`src/rtl/nv_nvdla_attn_csb_regfile.sv`:
```
// nv_nvdla_attn_csb_regfile
//
// CSB register slave for the attention partition. Decodes CSB requests, holds a
// ping-pong (two-group) shadow bank of NUM_REG 32-bit D_CFG words, hands the
// consumer group to the attention core, and tracks per-group completion,
// interrupt status/mask and the global interrupt.
//
// Optional feature: define NVDLA_ATTN_CSB_ERR_EN to report out-of-range accesses
// and lock-dropped writes in resp_pd[32]. Undefined: the error bit is always 0.
//
// Ports:
//   nvdla_core_clk       clock
//   nvdla_core_rst       asynchronous active-high reset
//   csb2attn_req_pvld_i  CSB request valid
//   csb2attn_req_prdy_o  CSB request ready (1 whenever out of reset)
//   csb2attn_req_pd_i    request payload: addr[21:5] wdat[53:22] write[54] nposted[56:55]
//   attn2csb_resp_valid_o single-cycle response pulse
//   attn2csb_resp_pd_o   {is_write_ack, error, rdata[31:0]}
//   cfg_valid_o          op_en of the consumer group
//   cfg_data_o           D_CFG words of the consumer group, word i at [32i+31:32i]
//   cfg_group_o          consumer pointer
//   core_done_i          consumer group finished (single-cycle pulse)
//   attn2glb_intr_req_o  registered level interrupt

module nv_nvdla_attn_csb_regfile #(
  parameter int unsigned NUM_REG   = 16,
  parameter logic [16:0] BASE_ADDR = 17'h0B000
) (
  input  logic                   nvdla_core_clk,
  input  logic                   nvdla_core_rst,
  input  logic                   csb2attn_req_pvld_i,
  output logic                   csb2attn_req_prdy_o,
  input  logic [62:0]            csb2attn_req_pd_i,
  output logic                   attn2csb_resp_valid_o,
  output logic [33:0]            attn2csb_resp_pd_o,
  output logic                   cfg_valid_o,
  output logic [NUM_REG*32-1:0]  cfg_data_o,
  output logic                   cfg_group_o,
  input  logic                   core_done_i,
  output logic                   attn2glb_intr_req_o
);

  localparam logic [16:0] NumWords = 17'(NUM_REG + 5);
  localparam int unsigned CfgW     = NUM_REG * 32;

  localparam logic [16:0] OffStatus  = 17'd0;
  localparam logic [16:0] OffPointer = 17'd1;
  localparam logic [16:0] OffIntrSts = 17'd2;
  localparam logic [16:0] OffIntrMsk = 17'd3;
  localparam logic [16:0] OffOpEn    = 17'd4;
  localparam logic [16:0] OffCfg0    = 17'd5;

  // State
  logic [1:0]      op_en_q, op_en_d;
  logic [1:0]      intr_status_q, intr_status_d;
  logic [1:0]      intr_mask_q, intr_mask_d;
  logic            prod_q, prod_d;
  logic            cons_q, cons_d;
  logic [CfgW-1:0] grp_q [2];
  logic [CfgW-1:0] grp_d [2];
  logic            resp_valid_q, resp_valid_d;
  logic [33:0]     resp_pd_q, resp_pd_d;
  logic            intr_req_q, intr_req_d;

  // Request decode
  logic [16:0] req_addr;
  logic [31:0] req_wdat;
  logic        req_write;
  logic [1:0]  req_nposted;
  logic [16:0] req_off;
  logic [16:0] cfg_off;
  logic [10:0] cfg_base;
  logic        in_range;
  logic        is_d_reg;
  logic        done_eff;
  logic        releasing;
  logic        locked;
  logic        wr_en;
  logic        wr_drop;
  logic        wr_ok;
  logic        resp_err;
  logic [31:0] rdata;
  logic        unused_pd;

  assign req_addr    = csb2attn_req_pd_i[21:5];
  assign req_wdat    = csb2attn_req_pd_i[53:22];
  assign req_write   = csb2attn_req_pd_i[54];
  assign req_nposted = csb2attn_req_pd_i[56:55];
  assign unused_pd   = ^{csb2attn_req_pd_i[62:57], csb2attn_req_pd_i[4:0], cfg_off[16:6]};

  assign req_off  = req_addr - BASE_ADDR;
  assign cfg_off  = req_off - OffCfg0;
  assign cfg_base = {cfg_off[5:0], 5'b00000};
  assign in_range = (req_addr >= BASE_ADDR) && (req_off < NumWords);
  assign is_d_reg = in_range && (req_off >= OffOpEn);

  // core_done only counts while the consumer group is actually enabled.
  assign done_eff  = core_done_i & op_en_q[cons_q];
  assign releasing = done_eff & (cons_q == prod_q);

  // A D_OP_ENABLE write landing on the edge that releases the same group is a
  // rearm, not a write into a locked group, so it is let through.
  assign locked  = op_en_q[prod_q] & ~(releasing & (req_off == OffOpEn));
  assign wr_en   = csb2attn_req_pvld_i & req_write & in_range;
  assign wr_drop = wr_en & is_d_reg & locked;
  assign wr_ok   = wr_en & ~wr_drop;

`ifdef NVDLA_ATTN_CSB_ERR_EN
  assign resp_err = ~in_range | wr_drop;
`else
  assign resp_err = 1'b0;
`endif

  // Read mux always sees pre-update state.
  always_comb begin
    rdata = 32'h0;
    if (in_range) begin
      case (req_off)
        OffStatus:  rdata = {15'h0, cons_q, 14'h0, op_en_q};
        OffPointer: rdata = {15'h0, cons_q, 15'h0, prod_q};
        OffIntrSts: rdata = {30'h0, intr_status_q};
        OffIntrMsk: rdata = {30'h0, intr_mask_q};
        OffOpEn:    rdata = {31'h0, op_en_q[prod_q]};
        default:    rdata = grp_q[prod_q][cfg_base +: 32];
      endcase
    end
  end

  // Next-state logic
  always_comb begin
    op_en_d       = op_en_q;
    intr_status_d = intr_status_q;
    intr_mask_d   = intr_mask_q;
    prod_d        = prod_q;
    cons_d        = cons_q;
    grp_d[0]      = grp_q[0];
    grp_d[1]      = grp_q[1];

    if (wr_ok) begin
      case (req_off)
        OffPointer: prod_d        = req_wdat[0];
        OffIntrSts: intr_status_d = intr_status_q & ~req_wdat[1:0];
        OffIntrMsk: intr_mask_d   = req_wdat[1:0];
        default: begin
          if (req_off >= OffCfg0) begin
            grp_d[prod_q][cfg_base +: 32] = req_wdat;
          end
        end
      endcase
    end

    // Completion is applied after the W1C so a simultaneous set wins.
    if (done_eff) begin
      op_en_d[cons_q]       = 1'b0;
      intr_status_d[cons_q] = 1'b1;
      cons_d                = ~cons_q;
    end

    // Rearm applied after the completion clear so the set wins.
    if (wr_ok && (req_off == OffOpEn) && req_wdat[0]) begin
      op_en_d[prod_q] = 1'b1;
    end
  end

  // Response and interrupt
  always_comb begin
    resp_valid_d = csb2attn_req_pvld_i & (~req_write | (req_nposted != 2'b00));
    resp_pd_d    = {req_write, resp_err, (req_write ? 32'h0 : rdata)};
    intr_req_d   = |(intr_status_q & ~intr_mask_q);
  end

  always_ff @(posedge nvdla_core_clk or posedge nvdla_core_rst) begin
    if (nvdla_core_rst) begin
      op_en_q       <= 2'b00;
      intr_status_q <= 2'b00;
      intr_mask_q   <= 2'b00;
      prod_q        <= 1'b0;
      cons_q        <= 1'b0;
      grp_q[0]      <= '0;
      grp_q[1]      <= '0;
      resp_valid_q  <= 1'b0;
      resp_pd_q     <= 34'h0;
      intr_req_q    <= 1'b0;
    end else begin
      op_en_q       <= op_en_d;
      intr_status_q <= intr_status_d;
      intr_mask_q   <= intr_mask_d;
      prod_q        <= prod_d;
      cons_q        <= cons_d;
      grp_q[0]      <= grp_d[0];
      grp_q[1]      <= grp_d[1];
      resp_valid_q  <= resp_valid_d;
      resp_pd_q     <= resp_pd_d;
      intr_req_q    <= intr_req_d;
    end
  end

  assign csb2attn_req_prdy_o   = ~nvdla_core_rst;
  assign attn2csb_resp_valid_o = resp_valid_q;
  assign attn2csb_resp_pd_o    = resp_pd_q;
  assign cfg_valid_o           = op_en_q[cons_q];
  assign cfg_data_o            = grp_q[cons_q];
  assign cfg_group_o           = cons_q;
  assign attn2glb_intr_req_o   = intr_req_q;

endmodule

```
`config.mk`:
```
export PLATFORM = sky130hd
export DESIGN_NAME = nv_nvdla_attn_csb_regfile
export DESIGN_NICKNAME = d
export VERILOG_FILES = /design/src/rtl/nv_nvdla_attn_csb_regfile.sv
export SDC_FILE = /design/constraint.sdc
export NUM_CORES = 2
export LEC_CHECK = 0
export ABC_AREA = 0
export CORE_AREA = 2 2 500 378
export CTS_BUF_LIST = sky130_fd_sc_hd__clkbuf_8
export CTS_CLUSTER_SIZE = 28
export DETAILED_ROUTE_END_ITERATION = 7
export DIE_AREA = 0 0 502 380
export GPL_ROUTABILITY_DRIVEN = 0
export GPL_TIMING_DRIVEN = 1
export PLACE_DENSITY_LB_ADDON = 0.08
export SKIP_CTS_REPAIR_TIMING = 1
export SYNTH_ARGS = -nofsm -noshare
export SYNTH_HDL_FRONTEND = slang
export SYNTH_SLANG_ARGS = --single-unit
```
`constraint.sdc`:
```
create_clock -name nvdla_core_clk -period 35.4 [get_ports nvdla_core_clk]
set_input_delay 3.54 -clock nvdla_core_clk [delete_from_list [all_inputs] [get_ports nvdla_core_clk]]
set_output_delay 3.54 -clock nvdla_core_clk [all_outputs]
set_load 0.1 [all_outputs]
```
==> summary.txt <==
Synthesis
  – Post-synth ARST share: 1.00
  – Yosys cell types: roughly 70
  – Sequential area share after synthesis: 0.481
  – Post-synthesis net count: just under 4000
  – Largest family of logic cells by synthesized area: multiplexers
  – Avg Cell Area, Syn: ~14 um2
  – Post-synthesis simple-gate area fraction: 0.0356
  – Most common flop cell mapped by yosys: dfrtp_1
  – Multiplexer share of the synthesized area: 0.430
  – Synth Warn #: 0
  – Post-synth EDFFs: 0
  – Post-Synthesis Cells: slightly below 4000
  – Cell Area, Synth: roughly 56000 um2
  – Synth Area in Adders: 0.00180
  – Flops & latches, synth: around 1100
  – Post-synthesis xor/xnor area fraction: 0.00110
  – Compound-Gate Fraction of Synth Area: 0.0251

Timing
  – Post-route minimum period: approximately 9.6 ns
  – Worst-margin pin slew: ~1.2 ns
  – Hold_ws: just over 0.5 ns
  – Hold Fails Final Rpt: 0
  – # setup viols final: 0
  – Setup TNS: 0 ns
  – Relative slew slack: 0.201
  – RSZ-0062 raised after global routing: no
  – Slew Limit Fails: 0
  – Period utilization: 0.272
  – Setup Skew: between 0.06 and 0.07 ns
  – Max frequency: about 100 MHz

Cells and area
  – Share of cells above drive strength 1: 0.482
  – Most common cell after layout, fill and taps aside: mux2_2
  – Synth-to-Final Area Change: 22.9%
  – Final Cell Area: just under 70000 um2
  – Commonest cells after routing, fill and taps aside: mux2_2 (1458), dfrtp_1 (1065), clkdlybuf4s50_1 (587)
  – Final net count: roughly 4500

Critical path
  – Worst path slowest cell: clkdlybuf4s50_1
  – Critical-path cell list: buf_4 -> buf_4 -> buf_4 -> mux2_2 -> clkdlybuf4s50_1
  – Worst EP arrival: approximately 6.1 ns
  – Worst setup path class: reg -> out
  – Critical path peak fanout: 65
  – Critical Path Source Type: register
  – Critical path endpoint category: output port
  – Critical path's largest stage delay: about 1.2 ns
  – Critical path depth: 5
  – R2r setup slk: just over 30 ns
  – Reg-to-Reg Start: prod_q$_DFFE_PP0P_
  – CP Data Required Time: ~32 ns
  – Reg-to-reg endpoint: attn2csb_resp_pd_o[5]$_DFF_PP0_
  – Buffers plus inverters on the worst setup path: 4
  – Most used cell, CP: buf_4
  – Crit-path leading delay family: buffers and inverters
  – Reg2reg path depth: 8

Route
  – Vias: roughly 38000
  – Final ANT Viol Nets: 0
  – DRT Wirelength: 236 mm
  – Initial drt markers: ~2800
  – DRC: 0
  – TritonRoute pass-1 iters: 5
  – Vias per inst: roughly 5.3
  – Wire length per cell: between 30 and 40 um

Clock tree
  – CTS sink cnt: roughly 1100
  – CTS Buffer Depth: 3
  – Htree depth: 4
  – Reg clk slew, reported paths: 0.07 ns
  – Clk root buf: clkbuf_8
  – Clk Latency, worst-skew pair: 0.96 ns
  – Num CTS Buffers: 193
  – CTS tree: built

Floorplanning
  – Initial core utilization: 0.300
  – Chip width: 502 um
  – Die ar.: about 190000 um2
  – IO Count: about 620
  – Std-Cell Rows: around 140
  – Core Region: roughly 190000 um2
  – Die height: 380 um

Flow run
  – Number of max-cap violations: 0

Worst hold path
  – Hold wc startpoint: grp_q[386]$_DFFE_PP0P_
  – Hold path depth: 1
  – HP Class: reg -> reg
  – Hold endpoint: grp_q[386]$_DFFE_PP0P_

Global route
  – Initial antenna violation count: 13
  – Global-route wire length before repair: 327 mm
  – Gr usage total: 0.243
  – Largest net degree at the start of global routing: 153
  – Vias in the first global route: between 30000 and 40000
  – Total grt overflow: 0

Pwr
  – Static Leakage: just over 30 nW
  – Maximum vdd drop: 0.0000229 V
  – PD cells: approximately 38 nW/um2

Placement
  – Cell area after placement: approximately 64000 um2
  – PortBufs: 605
  – Dpl hpwl: ~150 mm

Outcome
  – Outcome: finished, final reports clean
==> cell type report <==
| cell class | count | area [um2] |
|---|---|---|
| Antenna cell | 9 | 22.5 |
| Clock buffer | 247 | 3400 |
| Clock inverter | 101 | 596 |
| Fill cell | 17900 | 117000 |
| Inverter | 12 | 52.6 |
| Multi-Input combinational cell | 2468 | 27600 |
| Sequential cell | 1067 | 26700 |
| Tap cell | 2502 | 3130 |
| Timing Repair Buffer | 698 | 6770 |
==> kinds of logic after synthesis <==
logic type / count (synthesis)
mux: 1802
flops: 1067
simple gates: 418
buf+inv: 335
compound gates: 232
fa+ha+maj: 8
xor+xnor: 7
other cells: 1
==> metrics by stage <==
stage                     power [mW]  utilization  std cells  setup slack [ns]
after floorplan                 1.32            -       3870              1.04
after global placement          1.39        0.347       6747             25.96
after detailed placement        1.39        0.347       6747             25.97
after CTS                       2.64        0.368       7095             25.65
after global routing            2.70        0.369       7100             25.55
final                           2.60        0.369       7104             25.78
==> synthesized netlist by cell type (15+ instances only) <==
cell type  count  area [um2]
nand4_1       15        93.8
dfrtp_1     1067       26700
buf_2         75         375
a21oi_1       40         200
mux2_1        21         236
mux2_2      1458       16400
and2_1        36         225
mux4_2       318        7160
o21ai_0      143         716
nor2_1       142         533
buf_4         16         120
nand2_1      144         541
clkbuf_1     193         724
buf_1         32         120
nand3_1       18        90.1
==> metal layers <==
layer | vias to the layer above | part of all wire | track usage
met3 | 266 | 0.052 | 0.0419
li1 | 15700 | - | -
met5 | - | 0 | 0
met1 | 20600 | 0.47 | 0.357
met4 | 0 | 0.021 | 0.0551
met2 | 1132 | 0.45 | 0.374
==> how the worst max path moves through the flow <==
stage / startpoint / to
2_1_floorplan: nvdla_core_rst / attn2csb_resp_pd_o[0]$_DFF_PP0_
3_3_place_gp: nvdla_core_rst / csb2attn_req_prdy_o
3_5_place_dp: nvdla_core_rst / csb2attn_req_prdy_o
4_1_cts: cfg_group_o$_DFFE_PP0P_ / cfg_data_o[304]
5_1_grt: cfg_group_o$_DFFE_PP0P_ / cfg_data_o[304]
6_report: cfg_group_o$_DFFE_PP0P_ / cfg_data_o[304]
==> sequential cells by signal, indices dropped and copies added, names as in the netlist <==
| register | count |
|---|---|
| attn2csb_resp_pd_o | 33 |
| attn2csb_resp_valid_o | 1 |
| attn2glb_intr_req_o | 1 |
| cfg_group_o | 1 |
| grp_q | 1024 |
| intr_mask_q | 2 |
| intr_status_q | 2 |
| op_en_q | 2 |
| prod_q | 1 |
==> report_power, final <==
part	switching [mW]	total (mW)	internal, mW
clock network	0.579	1.23	0.655
logic	0.113	0.143	0.0300
registers	0.0000331	1.22	1.22
total	0.693	2.60	1.91
Power figures use the tool's default switching activity.
